==> src/rtl/clk_div_pkg.sv <==
// Shared constants and helpers for the fabric clock divider/selector.
package clk_div_pkg;
  localparam int unsigned CLK_HZ          = 100_000_000;
  localparam logic [31:0] DEF_HALF_VEC    = 32'h0A_05_03_01;
  localparam int          DEF_LOCK_CYCLES = 16;
  localparam int          HV_MAX          = 512;

  typedef enum logic {RUN, PENDING} sw_state_e;

  // Extract the w-bit half-period field of channel i from a packed vector.
  function automatic logic [31:0] half_of(input logic [HV_MAX-1:0] vec,
                                          input int i, input int w);
    logic [HV_MAX-1:0] s;
    logic [31:0]       mask;
    s    = vec >> (w * i);
    mask = (w >= 32) ? '1 : ((32'd1 << w) - 32'd1);
    return s[31:0] & mask;
  endfunction
endpackage

==> src/rtl/clk_div_select_sync_2ff.sv <==
// Two-flop synchroniser for slow asynchronous inputs such as switches.
module sync_2ff #(
  parameter int W = 1
) (
  input  logic         clk,
  input  logic         rst,
  input  logic [W-1:0] d,
  output logic [W-1:0] q
);
  logic [W-1:0] meta;

  always_ff @(posedge clk) begin
    if (rst) begin
      meta <= '0;
      q    <= '0;
    end else begin
      meta <= d;
      q    <= meta;
    end
  end
endmodule

==> src/rtl/clk_div_select.sv <==
// Selectable fabric clock divider with lock delay and glitch-free channel switching.
module clk_div_select
  import clk_div_pkg::*;
#(
  parameter int                   NCH         = 4,
  parameter int                   CNT_W       = 8,
  parameter logic [NCH*CNT_W-1:0] HALF_VEC    = DEF_HALF_VEC,
  parameter int                   LOCK_CYCLES = DEF_LOCK_CYCLES,
  localparam int                  SEL_W       = $clog2(NCH)
) (
  input  logic             clk,
  input  logic             rst,
  input  logic [SEL_W-1:0] sel,
  output logic             div_clk,
  output logic             div_tick,
  output logic             locked,
  output logic [SEL_W-1:0] active_sel,
  output logic             switching,
  output logic             sel_err
);
  localparam int LCW   = $clog2(LOCK_CYCLES) + 1;
  localparam int NSLOT = 1 << SEL_W;

  // Unused selector codes map to 1 so the table is always fully populated.
  logic [CNT_W-1:0] half_tab [NSLOT];
  for (genvar i = 0; i < NSLOT; i++) begin : g_half
    if (i < NCH) begin : g_ch
      localparam logic [31:0] HRAW = half_of(HV_MAX'(HALF_VEC), i, CNT_W);
      assign half_tab[i] = (HRAW == 0) ? CNT_W'(1) : HRAW[CNT_W-1:0];
    end else begin : g_pad
      assign half_tab[i] = CNT_W'(1);
    end
  end

  logic [SEL_W-1:0] sel_s;
  sync_2ff #(.W(SEL_W)) u_sync (.clk(clk), .rst(rst), .d(sel), .q(sel_s));

  logic [LCW-1:0]   lock_cnt;
  logic [CNT_W-1:0] cnt;
  logic [CNT_W-1:0] h;
  logic             sel_ok, pending, term, swap;
  sw_state_e        state;

  assign sel_ok    = ({1'b0, sel_s} < (SEL_W+1)'(NCH));
  assign pending   = sel_ok && (sel_s != active_sel);
  assign h         = half_tab[active_sel];
  assign term      = (cnt == h - 1'b1);
  // Only swap at the end of a high phase so the new channel opens with a full low phase.
  assign swap      = locked && term && div_clk && pending;
  assign switching = (state == PENDING);

  always_ff @(posedge clk) begin
    if (rst) begin
      lock_cnt   <= '0;
      locked     <= 1'b0;
      cnt        <= '0;
      div_clk    <= 1'b0;
      div_tick   <= 1'b0;
      active_sel <= '0;
      state      <= RUN;
      sel_err    <= 1'b0;
    end else begin
      sel_err  <= !sel_ok;
      state    <= (pending && !swap) ? PENDING : RUN;
      div_tick <= 1'b0;
      if (!locked) begin
        cnt     <= '0;
        div_clk <= 1'b0;
        if (lock_cnt == LCW'(LOCK_CYCLES - 1)) locked <= 1'b1;
        else                                   lock_cnt <= lock_cnt + 1'b1;
      end else if (term) begin
        cnt      <= '0;
        div_clk  <= !div_clk;
        div_tick <= !div_clk;
        if (swap) active_sel <= sel_s;
      end else begin
        cnt <= cnt + 1'b1;
      end
    end
  end
endmodule

==> config.mk <==
export PLATFORM = sky130hd
export DESIGN_NAME = clk_div_select
export DESIGN_NICKNAME = d
export VERILOG_FILES = /design/src/rtl/clk_div_pkg.sv /design/src/rtl/clk_div_select_sync_2ff.sv /design/src/rtl/clk_div_select.sv
export SDC_FILE = /design/constraint.sdc
export NUM_CORES = 1
export LEC_CHECK = 0
export BUFFER_PORTS_ARGS = -buffer_cell sky130_fd_sc_hd__buf_2
export CAP_MARGIN = 10
export CORE_ASPECT_RATIO = 1.1
export CORE_MARGIN = 3
export CORE_UTILIZATION = 28
export CTS_BUF_LIST = sky130_fd_sc_hd__clkbuf_8 sky130_fd_sc_hd__clkbuf_16
export DETAILED_ROUTE_END_ITERATION = 8
export GPL_ROUTABILITY_DRIVEN = 1
export SYNTH_ARGS = -nofsm -noshare
export SYNTH_HDL_FRONTEND = slang
export SYNTH_HIERARCHICAL = 1
export SYNTH_SLANG_ARGS = --single-unit
==> constraint.sdc <==
create_clock -name clk -period 1.9 [get_ports clk]
set_clock_uncertainty 0.1 [all_clocks]
set_input_delay 0.095 -clock clk [delete_from_list [all_inputs] [get_ports clk]]
set_output_delay 0.095 -clock clk [all_outputs]
set_load 0.05 [all_outputs]
==> impl_metrics.yaml, run 1 <==
grt:
  grt.total_usage: 0.09438
  grt_max_degree: 17
  overflow: 0
  grt_pass1_wl_um: 2973
  antenna_found_initial: 0
  grt_pass1_vias: 716
hold_path:
  hold_depth: 2
  min_from: "rst"
  min_to: "locked"
  hold_class: "in -> reg"
floorplan:
  dieArea_um2: 4186
  initial_core_util: 0.3034
  rows: 21
  io_pins: 11
  core_area_um2: 3179
  dieHeight_um: 67.56
  die_w_um: 61.97
sta:
  setup_viol: 0
  tns_ns: 0
  setup_ws_ns: 0.09241
  fin_crit_ns: 1.808
  maxSlewViolCount: 0
  finalCritPeriodShare: 0.9514
  hold_viol_final: 0
  max_freq_mhz: 553.2
  rsz0062_at_grt: "false"
pwr:
  pwr-share-clk: 0.351
  power_leakage_nw: 0.4399
  ir_drop_mv: 0.3772
  p_sw_frac: 0.2087
  combPwrFrac: 0.044
  p_int_mw: 0.6519
  p_switching_mw: 0.1719
  power.total_mw: 0.8238
  pwr-share-seq: 0.605
  p_per_area_nw_per_um2: 725.9
worst_setup_path:
  path_class: "reg -> reg"
  cp.required_ns: 1.97
  cp_max_fo: 5
  slowest_stage: "or4b_1"
  cp_cell_sequence: "nor4_2 -> o21a_2 -> o311ai_4 -> or4b_1 -> o31ai_1"
  slowest_delay_ns: 0.52
  end_kind: "flop"
  rr_endpoint: "active_sel[1]"
  arrival_ns: 1.88
  rrSetupSlack_ns: 0.09
  cpLargestDelayFamily: "simple AND/OR/NAND/NOR gates"
  r2r-start: "cnt[5]"
  r2r_cells: 5
  crit_buf_inv: 0
  critPathLaunchType: "flop"
cells_and_area:
  final_area_um2: 1135
  diodes: 0
  areaGrowthSynthToFinish_pct: 17.64
  final_nets: 123
  layout-drive-gt1-share: 0.2087
  fin_util: 0.3569
  n_fill_cell: 336
synth:
  ys_seq_elements: 23
  synthCells: 102
  yosysSeqAreaShare: 0.4773
  syn_area_um2: 964.7
  synth_cell_type_count: 29
  syn_area_per_cell_um2: 9.458
  synth_warnings: 6
  syn_nets: 109
place:
  io_buffers: 9
  place.gp.congestion: 0.6904
  dpl_cell_area_um2: 1062
  dp_slack_ns: 0.1035
  dp_hpwl_um: 1204
cts:
  cts.sinks: 23
  htree_levels: 1
  worstSkewPairLatency_ns: 0.26
  cts-root-buf: "clkbuf_8"
  clockBufferDepth: 2
  cts_setup_buffers: 0
  cts.clk_slew.worst_paths_ns: 0.08
  cts_made_buffers: 3
  tritoncts: "yes"
route:
  totalWireLength_um: 1686
  vias: 699
  drc_errors: 0
  drtIter0Drc: 14
  via_per_inst: 4.342
  antenna_left: 0
  wire_per_inst_um: 10.47
  drtPass1Iterations: 4
job:
  max-cap-violations: 0
outcome:
  outcome: "completed"
[metrics by stage]
step	hold slack (ns)	std cells
after floorplan	0.06661	102
final	0.06257	161
after CTS	0.06523	161
after detailed placement	0.2222	155
after global routing	0.08834	161
after global placement	0.2048	155
[power groups by stage]
stage | registers (mW) | logic [mW] | clock network [mW]
2_1_floorplan | 0.512 | 0.0233 | 0
3_3_place_gp | 0.509 | 0.0319 | 0
3_5_place_dp | 0.510 | 0.0335 | 0
4_1_cts | 0.498 | 0.0368 | 0.301
5_1_grt | 0.500 | 0.0408 | 0.321
6_report | 0.498 | 0.0361 | 0.289
[cell families (layout without fill, tap and decap cells)]
logic type      after synthesis  in the layout  share of synthesized area
simple gates                 46             46                     0.2296
fa+ha+maj                     3              3                    0.03891
compound gates                9              9                    0.09597
buf+inv                       7             20                    0.03502
xor+xnor                     12             12                     0.1089
flops                        23             23                     0.4773
other cells                   1              1                   0.003887
mux                           1              1                    0.01038
[placed cells by master (no fill, tap or decap), types with 2 or more instances in the layout]
cell type and n:
clkbuf_8 3, xnor2_1 5, buf_4 2, dfxtp_2 3, nor3_1 2, nor2_1 18, ha_1 3, a211oi_1 2
inv_1 3, nand2b_1 5, xor2_1 7, buf_2 9, dlygate4sd3_1 2, nand2_1 7, nand3_1 4, dfxtp_1 20
nor2b_1 5
[synth_stat cells (all sizes together)]
master,instances,area (um2)
dfxtp,23,460.4
nor2,18,67.56
nand2,7,26.28
xor2,7,61.31
nand2b,5,31.28
nor2b,5,31.28
xnor2,5,43.79
nand3,4,20.02
a211oi,3,27.52
ha,3,37.54
inv,3,11.26
buf,2,15.01
clkbuf,2,7.510
nor3,2,10.01
o31ai,2,20.02
a21oi,1,5.000
and3,1,6.260
conb,1,3.750
mux2i,1,10.01
nand4,1,6.260
nor4,1,6.260
o21a,1,8.760
o21ai,1,5.000
o311ai,1,26.28
or2,1,6.260
or4b,1,10.01
[state kept, by name (all words and copies together), names as in the netlist]
signal / flops
div_clk: 1
u_sync/q: 2
u_sync/meta: 2
active_sel: 2
div_tick: 1
lock_cnt: 5
cnt: 8
locked: 1
switching: 1
[area by class of cell]
cell class                 count  area, um2  area share
inverter                       3      11.26    0.009923
tap                           46      57.56     0.05072
clock buffer                   3      41.29     0.03638
timing repair buffer          13      80.08     0.07056
multi-input combinational     72      476.7      0.4201
clock inverter                 1      3.754    0.003308
sequential                    23      464.2      0.4090
[metal layers]
metal  wire [um]  track usage  vias to the layer above
li1            -            -                      358
met1         739       0.1120                      323
met2         845       0.1567                       13
met3          71      0.02486                        5
met4          30      0.03979                        0
met5           0            0                        -
[worst max path at each step]
stage | start | end | slack (ns) | cells past startpoint
2_1_floorplan | active_sel[1] | active_sel[1] | 0.15 | 5
3_3_place_gp | cnt[2] | active_sel[1] | 0.17 | 5
3_5_place_dp | cnt[2] | active_sel[1] | 0.10 | 5
4_1_cts | cnt[2] | active_sel[1] | 0.08 | 5
5_1_grt | lock_cnt[0] | lock_cnt[3] | 0.02 | 7
6_report | cnt[5] | active_sel[1] | 0.09 | 5
[repair_timing]
action | in CTS | in global routing
resized for setup | 0 | 2
setup endpoints to repair | 0 | 1
hold buffers | 2 | 0
hold endpoints to repair | 2 | 0
No activity file was read; power rests on OpenSTA's default activity.
==> inputs of run 2 (changes only) <==
--- a/config.mk
+++ b/config.mk
@@ -5,6 +5,7 @@
 export SDC_FILE = /design/constraint.sdc
 export NUM_CORES = 1
 export LEC_CHECK = 0
+export ABC_AREA = 1
 export BUFFER_PORTS_ARGS = -buffer_cell sky130_fd_sc_hd__buf_2
 export CAP_MARGIN = 10
 export CORE_ASPECT_RATIO = 1.1
==> run 2 against run 1 <==
Against the previous run: via count up 13%; die area up 7.9%; clock power up 4%; first-iteration DRC count up 64%; sequential power about the same; register-to-register slack better by 0.24 ns; largest power group unchanged; power up 1.6%; sequential share of layout area down 3.2 points; synthesized area up 8.7%; highest routed layer unchanged; fmax up 15%; critical path depth up 4.
==> impl_metrics.yaml, run 2 <==
synth:
  synth.top_cell.area_share: 0.4391
  yosys-top-cells-area: "dfxtp_1 44%, nor2_1 9.7%, nand2_1 8.6%, inv_1 8.2%, ha_1 3.6%"
  synth-edff-count: 0
  synthCells: 135
  synth-async-reset-ratio: 0
  synth_cell_type_count: 28
  yosysSeqAreaShare: 0.4391
  syn_nets: 142
  syn_area_per_cell_um2: 7.767
  ys_top_cells_by_count: "27 x nor2_1, 24 x nand2_1, 23 x dfxtp_1, 23 x inv_1, 4 x xor2_1"
  synth_area_leader_cell: "dfxtp_1"
  synth_warnings: 6
  syn_area_um2: 1049
  yosysMostFrequentCell: "nor2_1"
  ys_seq_elements: 23
  synth_ff_type: "dfxtp_1"
cells_and_area:
  diodes: 0
  final_common_cell: "nor2_1"
  largest_register_ffs: 8
  fin_util: 0.3521
  top_register: "cnt"
  layout-drive-gt1-share: 0.1867
  final_cell_mix: "26 x nor2_1, 24 x inv_1, 24 x nand2_1"
  top_regs: "cnt: 8 flops, lock_cnt: 5 flops"
  areaGrowthSynthToFinish_pct: 16.47
  final_nets: 158
floorplan:
  initial_core_util: 0.3023
  dieHeight_um: 70.18
  die_w_um: 64.35
  core_area_um2: 3468
  rows: 22
  dieArea_um2: 4516
  io_pins: 11
sta:
  setup_viol: 0
  hold_viol_final: 0
  finalCritPeriodShare: 0.8244
  maxSlewViolCount: 0
  max_freq_mhz: 638.4
  whs_ns: 0.008269
  rsz0062_at_grt: "false"
  tns_ns: 0
  fin_crit_ns: 1.566
hold_path:
  min_from: "rst"
  hold_class: "in -> reg"
  min_to: "u_sync/meta[0]"
  hold_depth: 2
worst_setup_path:
  r2r_cells: 9
  end_kind: "flop"
  critPathLaunchType: "flop"
  startpoint: "lock_cnt[0]"
  r2r-start: "lock_cnt[0]"
  path_class: "reg -> reg"
  rrSetupSlack_ns: 0.33
  rr_endpoint: "lock_cnt[3]"
  cp_max_fo: 6
  cp.required_ns: 1.99
  arrival_ns: 1.66
outcome:
  outcome: "completed"
route:
  antenna_left: 0
  drtIter0Drc: 23
  vias: 793
  totalWireLength_um: 1606
  via_per_inst: 4.005
  drc_errors: 0
  drtPass1Iterations: 4
  wire_per_inst_um: 8.111
pwr:
  power.total_mw: 0.8366
  p_per_area_nw_per_um2: 685.1
  power_leakage_nw: 0.5683
  ir_drop_mv: 0.2676
grt:
  grt_pass1_vias: 755
  grt.total_usage: 0.08286
  grt_pass1_wl_um: 3049
  overflow: 0
  antenna_found_initial: 0
  grt_max_degree: 13
cts:
  cts_made_buffers: 3
  htree_levels: 1
  worstSkewPairLatency_ns: 0.26
  cts.sinks: 23
  clockBufferDepth: 2
  cts-root-buf: "clkbuf_8"
  cts.clk_slew.worst_paths_ns: 0.08
  cts_setup_buffers: 0
  tritoncts: "yes"
job:
  max-cap-violations: 0
place:
  io_buffers: 9
  place.gp.congestion: 0.7435
  dp_hpwl_um: 1263
==> run 2: cell count changes after synthesis, moves of 3 or more <==
cell | previous run | this run
inv_1 | 2 | 23
nand2_1 | 7 | 24
nand2b_1 | 5 | 0
nor2_1 | 18 | 27
nor2b_1 | 5 | 0
xnor2_1 | 5 | 2
xor2_1 | 7 | 4
==> run 2: power by group <==
| group | switching, mW | internal (mW) | total [mW] | leakage [nW] |
|---|---|---|---|---|
| Sequential | 0.00649 | 0.492 | 0.499 | 0.187 |
| Clock | 0.156 | 0.144 | 0.300 | 0.0269 |
| Combinational | 0.0222 | 0.0155 | 0.0377 | 0.355 |
| Total | 0.184 | 0.652 | 0.837 | 0.568 |
==> run 2: metrics by stage <==
stage | std cells | setup slack (ns) | cell area [um2]
detailed placement | 192 | 0.2285 | 1154
finish | 198 | 0.3337 | 1221
floorplan | 135 | 0.2484 | 1049
global route | 198 | 0.1209 | 1221
CTS | 198 | 0.2047 | 1219
global placement | 192 | 0.2912 | 1154
==> run 2: logic make-up after synthesis <==
group           count (synthesis)  synth area share
other cells                     1          0.003577
flops                          23            0.4391
xor+xnor                        6           0.05012
buf+inv                        25           0.09427
compound gates                 10           0.06683
fa+ha+maj                       3           0.03580
simple gates                   67            0.3103
==> run 2: worst max-delay path by stage <==
stage	endpoint	slack, ns	cells after the start
after floorplan	div_clk	0.25	7
after global placement	lock_cnt[3]	0.29	9
after detailed placement	lock_cnt[3]	0.23	9
after CTS	lock_cnt[3]	0.20	9
after global routing	lock_cnt[3]	0.12	9
final	lock_cnt[3]	0.33	9
==> run 2: worst max-delay path, cell delays in order (launching register included) <==
cell	delay, ns
dfxtp_1	0.34
ha_1	0.21
nand2_1	0.07
nor2_1	0.04
ha_1	0.18
nor2_2	0.18
inv_1	0.10
nor2_1	0.10
nor2_1	0.04
nor3_1	0.14
==> run 2: layer usage <==
metal  track usage  vias up  share of wire
met5             0        -              0
met4       0.03521        0          0.017
met3       0.01929        4          0.026
met2        0.1411        8           0.49
met1       0.09833      348           0.46
li1              -      433              -
==> run 2: area by class of cell <==
class / instances / area, um2
clock buffer: 3 / 41.29
clock inverter: 1 / 3.754
fill: 406 / 2247
inverter: 24 / 91.34
multi-input combinational: 87 / 491.7
sequential: 23 / 460.4
tap: 48 / 60.06
timing repair buffer: 12 / 72.57
==> run 2: repair_timing <==
action                                 4_1_cts  5_1_grt
endpoints found under the hold margin        2        0
setup endpoints to repair                    0        1
hold buffers                                 2        0
gates resized for setup                      0        1
